File: config.mk
export PLATFORM = sky130hd
export DESIGN_NAME = x74ls148_irq_encoder
export DESIGN_NICKNAME = d
export VERILOG_FILES = /design/src/rtl/x74ls_pkg.sv /design/src/rtl/prio_enc8.sv /design/src/rtl/x74ls148_irq_encoder.sv
export SDC_FILE = /design/constraint.sdc
export NUM_CORES = 1
export LEC_CHECK = 0
export BUFFER_PORTS_ARGS = -buffer_cell sky130_fd_sc_hd__clkbuf_2
export CORE_MARGIN = 4
export CORE_UTILIZATION = 48
export DETAILED_ROUTE_END_ITERATION = 16
export PLACE_DENSITY = 0.76
export SETUP_SLACK_MARGIN = 0.15
export SLEW_MARGIN = 20
export SYNTH_ARGS = -nofsm -noshare
export SYNTH_HDL_FRONTEND = slang
export SYNTH_HIERARCHICAL = 1
export SYNTH_SLANG_ARGS = --single-unit
File: constraint.sdc
create_clock -name clk -period 1.9 [get_ports clk]
set_input_delay 0 -clock clk [delete_from_list [all_inputs] [get_ports clk]]
set_output_delay 0 -clock clk [all_outputs]
set_load 0.02 [all_outputs]
File: src/rtl/x74ls_pkg.sv
`default_nettype none
// +--------------------------------------------------------------------+
// | x74ls_pkg : shared sizes, FSM state type and one-hot helper        |
// | Rev 1.0                                                             |
// +--------------------------------------------------------------------+
package x74ls_pkg;

  localparam int N_REQ  = 8;
  localparam int CODE_W = 3;

  typedef enum logic {
    IDLE    = 1'b0,
    PRESENT = 1'b1
  } enc_state_t;

  function automatic logic [N_REQ-1:0] onehot8(input logic [CODE_W-1:0] code);
    onehot8 = 8'b0000_0001 << code;
  endfunction

endpackage
`default_nettype wire

File: src/rtl/prio_enc8.sv
`default_nettype none
// +--------------------------------------------------------------------+
// | prio_enc8 : combinational 8-to-3 priority encoder, bit 7 highest   |
// | Rev 1.0                                                             |
// +--------------------------------------------------------------------+
module prio_enc8
  import x74ls_pkg::*;
(
  input  logic [N_REQ-1:0]  vec,
  output logic [CODE_W-1:0] idx,
  output logic              any
);

  // Ascending scan so the highest set bit overwrites lower ones.
  always_comb begin
    idx = '0;
    for (int i = 0; i < N_REQ; i++) begin
      if (vec[i]) begin
        idx = CODE_W'(i);
      end
    end
  end

  assign any = |vec;

endmodule
`default_nettype wire

File: src/rtl/x74ls148_irq_encoder.sv
`default_nettype none
// +--------------------------------------------------------------------+
// | x74ls148_irq_encoder : registered priority encoder with request    |
// | latching and valid/ack handshake.                      Rev 1.0     |
// +--------------------------------------------------------------------+
module x74ls148_irq_encoder
  import x74ls_pkg::*;
#(
  parameter int EDGE_MODE = 1
) (
  input  logic              clk,
  input  logic              rst_n,
  input  logic              ON,
  input  logic [N_REQ-1:0]  req,
  input  logic [N_REQ-1:0]  mask,
  input  logic              ack,
  output logic              valid,
  output logic [CODE_W-1:0] code,
  output logic              gs,
  output logic [N_REQ-1:0]  pending
);

  enc_state_t        r_state;
  enc_state_t        w_state_nxt;
  logic [N_REQ-1:0]  r_req_q;
  logic [N_REQ-1:0]  r_pending;
  logic              r_valid;
  logic [CODE_W-1:0] r_code;
  logic              r_gs;

  logic [N_REQ-1:0]  w_set_vec;
  logic [N_REQ-1:0]  w_clr_vec;
  logic [N_REQ-1:0]  w_cand;
  logic [N_REQ-1:0]  w_pending_nxt;
  logic [CODE_W-1:0] w_idx;
  logic              w_any;
  logic              w_valid_nxt;
  logic [CODE_W-1:0] w_code_nxt;

  assign w_set_vec = (EDGE_MODE != 0) ? (req & ~r_req_q) : req;
  assign w_cand    = r_pending & ~mask;

  prio_enc8 u_prio (
    .vec (w_cand),
    .idx (w_idx),
    .any (w_any)
  );

  // Set is OR-ed after the clear so a simultaneous re-request survives the ack.
  assign w_pending_nxt = ON ? ((r_pending & ~w_clr_vec) | w_set_vec) : '0;

  always_comb begin
    w_state_nxt = r_state;
    w_valid_nxt = r_valid;
    w_code_nxt  = r_code;
    w_clr_vec   = '0;
    if (!ON) begin
      w_state_nxt = IDLE;
      w_valid_nxt = 1'b0;
      w_code_nxt  = '0;
    end else begin
      case (r_state)
        IDLE: begin
          if (w_any) begin
            w_code_nxt  = w_idx;
            w_valid_nxt = 1'b1;
            w_state_nxt = PRESENT;
          end
        end
        PRESENT: begin
          // Code stays frozen until ack; no preemption, masking does not withdraw.
          if (r_valid && ack) begin
            w_clr_vec   = onehot8(r_code);
            w_valid_nxt = 1'b0;
            w_state_nxt = IDLE;
          end
        end
        default: w_state_nxt = IDLE;
      endcase
    end
  end

  // req_q tracks req even while disabled so re-enabling creates no false edge.
  always_ff @(posedge clk or negedge rst_n) begin
    if (!rst_n) begin
      r_req_q <= '0;
    end else begin
      r_req_q <= req;
    end
  end

  always_ff @(posedge clk or negedge rst_n) begin
    if (!rst_n) begin
      r_state <= IDLE;
    end else begin
      r_state <= w_state_nxt;
    end
  end

  always_ff @(posedge clk or negedge rst_n) begin
    if (!rst_n) begin
      r_pending <= '0;
      r_valid   <= 1'b0;
      r_code    <= '0;
      r_gs      <= 1'b0;
    end else begin
      r_pending <= w_pending_nxt;
      r_valid   <= w_valid_nxt;
      r_code    <= w_code_nxt;
      r_gs      <= ON & w_any;
    end
  end

  assign valid   = r_valid;
  assign code    = r_code;
  assign gs      = r_gs;
  assign pending = r_pending;

endmodule
`default_nettype wire
==> results of run 1 <==
## routing by layer
| metal | global-route usage | part of all wire | up-vias |
|---|---|---|---|
| li1 | - | - | 409 |
| met1 | 0.230 | 0.44 | 394 |
| met2 | 0.300 | 0.49 | 25 |
| met3 | 0.0394 | 0.040 | 7 |
| met4 | 0.0979 | 0.024 | 0 |
| met5 | 0 | 0 | - |
## worst register-to-register path: cells and delay by family, from the launching register on
| family | cells | cell delay (ns) |
|---|---|---|
| AND/OR/NAND/NOR | 5 | 0.82 |
| multiplexers | 1 | 0.22 |
| flip-flops | 1 | 0.39 |
## layout make-up
class / count / area [µm²] / area share
clock buffer: 4 / 36.3 / 0.0280
sequential: 22 / 551 / 0.426
timing repair buffer: 41 / 250 / 0.193
tap: 27 / 33.8 / 0.0261
multi-input combinational: 64 / 412 / 0.318
inverter: 3 / 11.3 / 0.00870
## path summary, 6_finish.rpt
path                            start    endpoint  slack (ns)
hold / removal                    ack     r_state        0.05
min in group asynchronous       rst_n     r_state        0.19
setup reg to reg           pending[4]     code[0]        0.37
hold reg to reg            r_req_q[2]  pending[2]        0.43
setup / recovery           pending[4]     code[0]        0.37
max in group asynchronous       rst_n  r_req_q[5]        1.36
## where the power goes
group	total (mW)	internal, mW	switching (mW)
Sequential	0.549	0.504	0.0449
Clock	0.253	0.117	0.136
Combinational	0.205	0.0924	0.112
## flip-flops by register name, indices dropped and copies added (netlist names)
name,flops
code,3
valid,1
r_state,1
pending,8
r_req_q,8
gs,1
## logic make-up after synthesis
family	after synthesis
and+or+nand+nor	43
buffers and inverters	8
muxes	3
AOI/OAI and AO/OA	18
DFF	22
## placed cells by master (no fill, tap or decap), drive strengths merged
cell	instances
clkbuf	36
dfrtp	22
nand2	14
nor2b	12
dlygate4sd3	9
o22ai	5
nor2	5
o21ai	4
o211ai	3
mux2i	3
nor4b	3
inv	3
nand3b	2
and2	2
nand3	2
nand4	2
o31ai	2
a21oi	2
o311ai	1
nor4	1
o211a	1
## what timing repair did
item | CTS | global route
endpoints found under the setup margin | 0 | 3
endpoints found under the hold margin | 38 | 0
hold buffers | 9 | 0
resized for setup | 0 | 2
## through the flow
step                      setup WS, ns  utilization  instance area [µm²]  std cells
final                            0.368        0.659                 1290        161
after global routing             0.172        0.659                 1290        161
after CTS                        0.230        0.657                 1290        161
after detailed placement         0.258        0.592                 1160        148
after global placement           0.310        0.592                 1160        148
after floorplan                  0.288            -                  988         94
==> out/results.tsv, run 1 <==
metric	value	unit
status	completed	
Antenna diodes	0	
Post-synth top flop	dfrtp_1	
Worst Path Max Fanout	4	
Synth Area in Compound Gates	0.128	
mux contribution to synthesized area	0.0304	
YS warnings	6	
WL final	2.24	mm
H-tree levels	1	
fin crit share	0.806	
post-synthesis cell type count	27	
initial antenna violation count	0	
routed vias	835	
vias per cell	5.19	
total core area	1960	µm²
max_cap viols	0	
chip height	53.4	µm
DR iter-0 viols	7	
post-synthesis register bit count	22	
Final setup viols	0	
Fill cells	177	
total negative slack	0	ns
Cell Rows	16	
Most Frequent Cell on Critical Path	nor2b_1	
layout cells sized above 1	0.321	
Cell Area, Synth	988	µm²
Tightest Pin Transition	0.532	ns
Mapped Nets	114	
CTS sink cnt	22	
Post-Syn Instances	94	
f_max	0.653	GHz
CP delay by family, top	simple AND/OR/NAND/NOR gates	
Period minus WS final	1.53	ns
Crit-path slowest cell	dfrtp_1	
largest family of logic cells by synthesized area	simple AND/OR/NAND/NOR gates	
Hold Crit Class	input port to flip-flop	
post-synthesis async set-or-reset flop share	1.00	
Die X	53.4	µm
Initial Util	0.504	
Slew Limit Fails	0	
Levels on crit path	6	
vias in the first global route	863	
top cells by area, synth	dfrtp_1 56%, nor2b_1 7.6%, nand2_1 5.3%	
XOR/XNOR share of the synthesized area	0	
dominant cell type by area after synthesis	dfrtp_1	
post-synth top area share	0.557	
max incr delay on CP	0.39	ns
worst vdd ir	0.000602	V
Final #Nets	155	
Crit path buffers/inverters	0	
routability cong.	0.866	
Clock Path Buffers	2	
DR DRC count	0	
Routed WL per cell	13.9	µm
Hold Vio Cnt, Final	0	
post-synthesis adder-cell area fraction	0	
leakage	0.604	nW
setup bufs post-CTS	0	
Area Growth Syn to Fin	30.9	%
path depth of the worst reg2reg path	6	
ANT nets after route	0	
CTS tree	yes	
Worst Skew	0.00302	ns
drt pass-1 iters	4	
Crit path arrival time	1.74	ns
count leader, synth	dfrtp_1	
GRT Residual Overflow	0	
Power Dens Cells	778	nW/µm²
critical path type	flip-flop to flip-flop	
Avg Cell Area, Syn	10.5	µm²
Synth Area in Simple Gates	0.253	
Port Buffers	32	
area of the die	2850	µm²
total chip power	1.01	mW
CP Capture Type	flip-flop	
largest net degree at the start of global routing	24	
clock root buffer	clkbuf_4	
critical path, cell by cell	nor2b_1, nor2_1, nand4_1, nor2b_2, mux2i_1, nor2b_1	
hold depth	3	
RSZ-0062 raised after global routing	no	
first-pass GRT wire length	3.71	mm
slew margin rel.	0.645	
Worst-Skew Late Latency	0.30	ns
CP Launch Type	flip-flop	
Required @ worst endpoint	2.10	ns
Reg clk slew, reported paths	0.12	ns
Hold WS	0.0455	ns
Boundary Pins	33	
number of synthesized flops with an enable pin	0	
CTS buffer count	3	
sequential area share after synthesis	0.557	
GR Util All Layers	0.186	
top cells by count, synth	22 x dfrtp_1, 14 x nand2_1, 12 x nor2b_1, 5 x nor2_1, 5 x o22ai_1	
(Power assumes the default switching activity.)
==> run 2: changes to the inputs <==
--- a/config.mk
+++ b/config.mk
@@ -7,9 +7,9 @@
 export LEC_CHECK = 0
 export BUFFER_PORTS_ARGS = -buffer_cell sky130_fd_sc_hd__clkbuf_2
 export CORE_MARGIN = 4
-export CORE_UTILIZATION = 48
+export CORE_UTILIZATION = 43
 export DETAILED_ROUTE_END_ITERATION = 16
-export PLACE_DENSITY = 0.76
+export PLACE_DENSITY = 0.72
 export SETUP_SLACK_MARGIN = 0.15
 export SLEW_MARGIN = 20
 export SYNTH_ARGS = -nofsm -noshare
==> constraint.sdc (replaced) <==
create_clock -name clk -period 1.2 [get_ports clk]
set_input_delay 0 -clock clk [delete_from_list [all_inputs] [get_ports clk]]
set_output_delay 0 -clock clk [all_outputs]
set_load 0.02 [all_outputs]
==> run 2 against run 1 <==
Against the previous run:
- the flow now finishes with violations (negative setup slack)
- design area rose by 24%
- utilization rose by 7.5 points
- maximum frequency rose by 14%
- worst setup slack got worse by 0.51 ns
- global-route usage fell by 0.62 points
- count of clock-buffer cells in the layout did not move
- worst hold slack improved by 0.028 ns
- combinational power rose by 150%
- clock skew rose by 0.013 ns
- sequential share of layout area fell by 7.7 points
- die area rose by 9.8%
- critical path type unchanged
- largest cell class unchanged
- largest power group unchanged
==> out/results.tsv, run 2 (same netlist as run 1, synthesis figures left out) <==
metric	value	unit
Final setup viols	6	
Final Worst Setup Slack	-0.141	ns
first-pass GRT wire length	4.47	mm
total negative slack	-0.692	ns
worst vdd ir	0.000833	V
f_max	0.746	GHz
Tightest Pin Transition	0.553	ns
CP Launch Type	flip-flop	
Area Growth Syn to Fin	62.8	%
chip height	55.9	µm
routed vias	912	
GRT Residual Overflow	0	
Boundary Pins	33	
CTS tree	yes	
Cell Rows	17	
vias per cell	4.88	
Worst-Skew Late Latency	0.30	ns
WL final	2.53	mm
Hold Vio Cnt, Final	0	
Die X	55.9	µm
largest net degree at the start of global routing	23	
DR iter-0 viols	7	
Hold Crit Class	input port to flip-flop	
Worst Path Max Fanout	3	
Reg clk slew, reported paths	0.13	ns
Slew Limit Fails	0	
failing checks	negative setup slack	
Multi-input gate area	487	µm²
commonest non-fill, non-tap cell in the layout	clkbuf_2	
leakage	0.753	nW
Antenna diodes	0	
initial antenna violation count	0	
Required @ worst endpoint	1.39	ns
most frequent cells in the layout	25 x clkbuf_2, 23 x buf_4, 14 x nand2_1, 14 x dfrtp_1	
Fill cells	159	
routability cong.	0.815	
DR DRC count	0	
drt pass-1 iters	2	
Power Dens Cells	1070	nW/µm²
Placed Cells	166	
post-route design area	1610	µm²
Crit path arrival time	1.53	ns
setup slack, reg-to-reg	-0.14	ns
CP Capture Type	flip-flop	
Hold WS	0.0739	ns
Storage cell area	561	µm²
Clock Path Buffers	2	
Final HPWL DP	1.65	mm
Routed WL per cell	13.5	µm
status	complete, but fails checks	
total core area	2190	µm²
CTS sink cnt	22	
Initial Util	0.451	
clock root buffer	clkbuf_4	
Finished Layout Cells	187	
ANT nets after route	0	
Final #Nets	180	
critical path type	flip-flop to flip-flop	
vias in the first global route	1010	
max_cap viols	0	
fin crit share	1.12	
area of the die	3130	µm²
slew margin rel.	0.631	
Period minus WS final	1.34	ns
Port Buffers	32	
GR Util All Layers	0.180	
Placement Setup Slack	-0.173	ns
layout cells sized above 1	0.535	
Worst Skew	0.0159	ns
DP Area	1350	µm²
RSZ-0062 raised after global routing	yes	
H-tree levels	1	
CTS buffer count	3	
-- run 2: final timing paths --
path / startpoint / endpoint / cells past startpoint
min in group asynchronous: rst_n / r_req_q[6] / 2
min: ack / r_state / 3
max in group asynchronous: rst_n / pending[1] / 2
max: pending[2] / code[0] / 6
max reg2reg: pending[2] / code[0] / 6
min reg2reg: r_req_q[2] / pending[2] / 1
-- run 2: through the flow --
stage / util / power, mW
6_report: 0.734 / 1.72
5_1_grt: 0.734 / 1.84
4_1_cts: 0.701 / 1.68
3_5_place_dp: 0.617 / 1.28
3_3_place_gp: 0.617 / 1.26
2_1_floorplan: - / 1.10
-- run 2: where the power goes --
group / internal [mW] / switching (mW)
registers: 0.803 / 0.0605
logic: 0.278 / 0.232
clock network: 0.129 / 0.214
-- run 2: cell type report --
| cell class | count | area share |
|---|---|---|
| flip-flops and latches | 22 | 0.348 |
| well taps | 28 | 0.0218 |
| multi-input cells | 64 | 0.302 |
| repair buffers | 66 | 0.304 |
| inverters | 3 | 0.00700 |
| clock buffers | 4 | 0.0163 |
-- run 2: layer usage --
layer,up-vias,routed length (µm),GRT usage
li1,456,-,-
met5,-,0,0
met4,0,33,0.0508
met2,19,1370,0.321
met1,433,1030,0.220
met3,4,103,0.0348
-- run 2: timing repair --
item	CTS	global route
hold endpoints to repair	38	0
hold buffers	9	0
cloned	0	0
pin swaps	8	4
resized for setup	6	26
buffers inserted	7	1
endpoints found under the setup margin	16	24
-- run 2: critical path, cell delays in order (launching register included) --
cell and delay, ns:
dfrtp_2 0.39, nor2b_4 0.18, nor2_4 0.05, nand4_1 0.13, nor2b_4 0.21, mux2i_1 0.21, nor2b_1 0.06
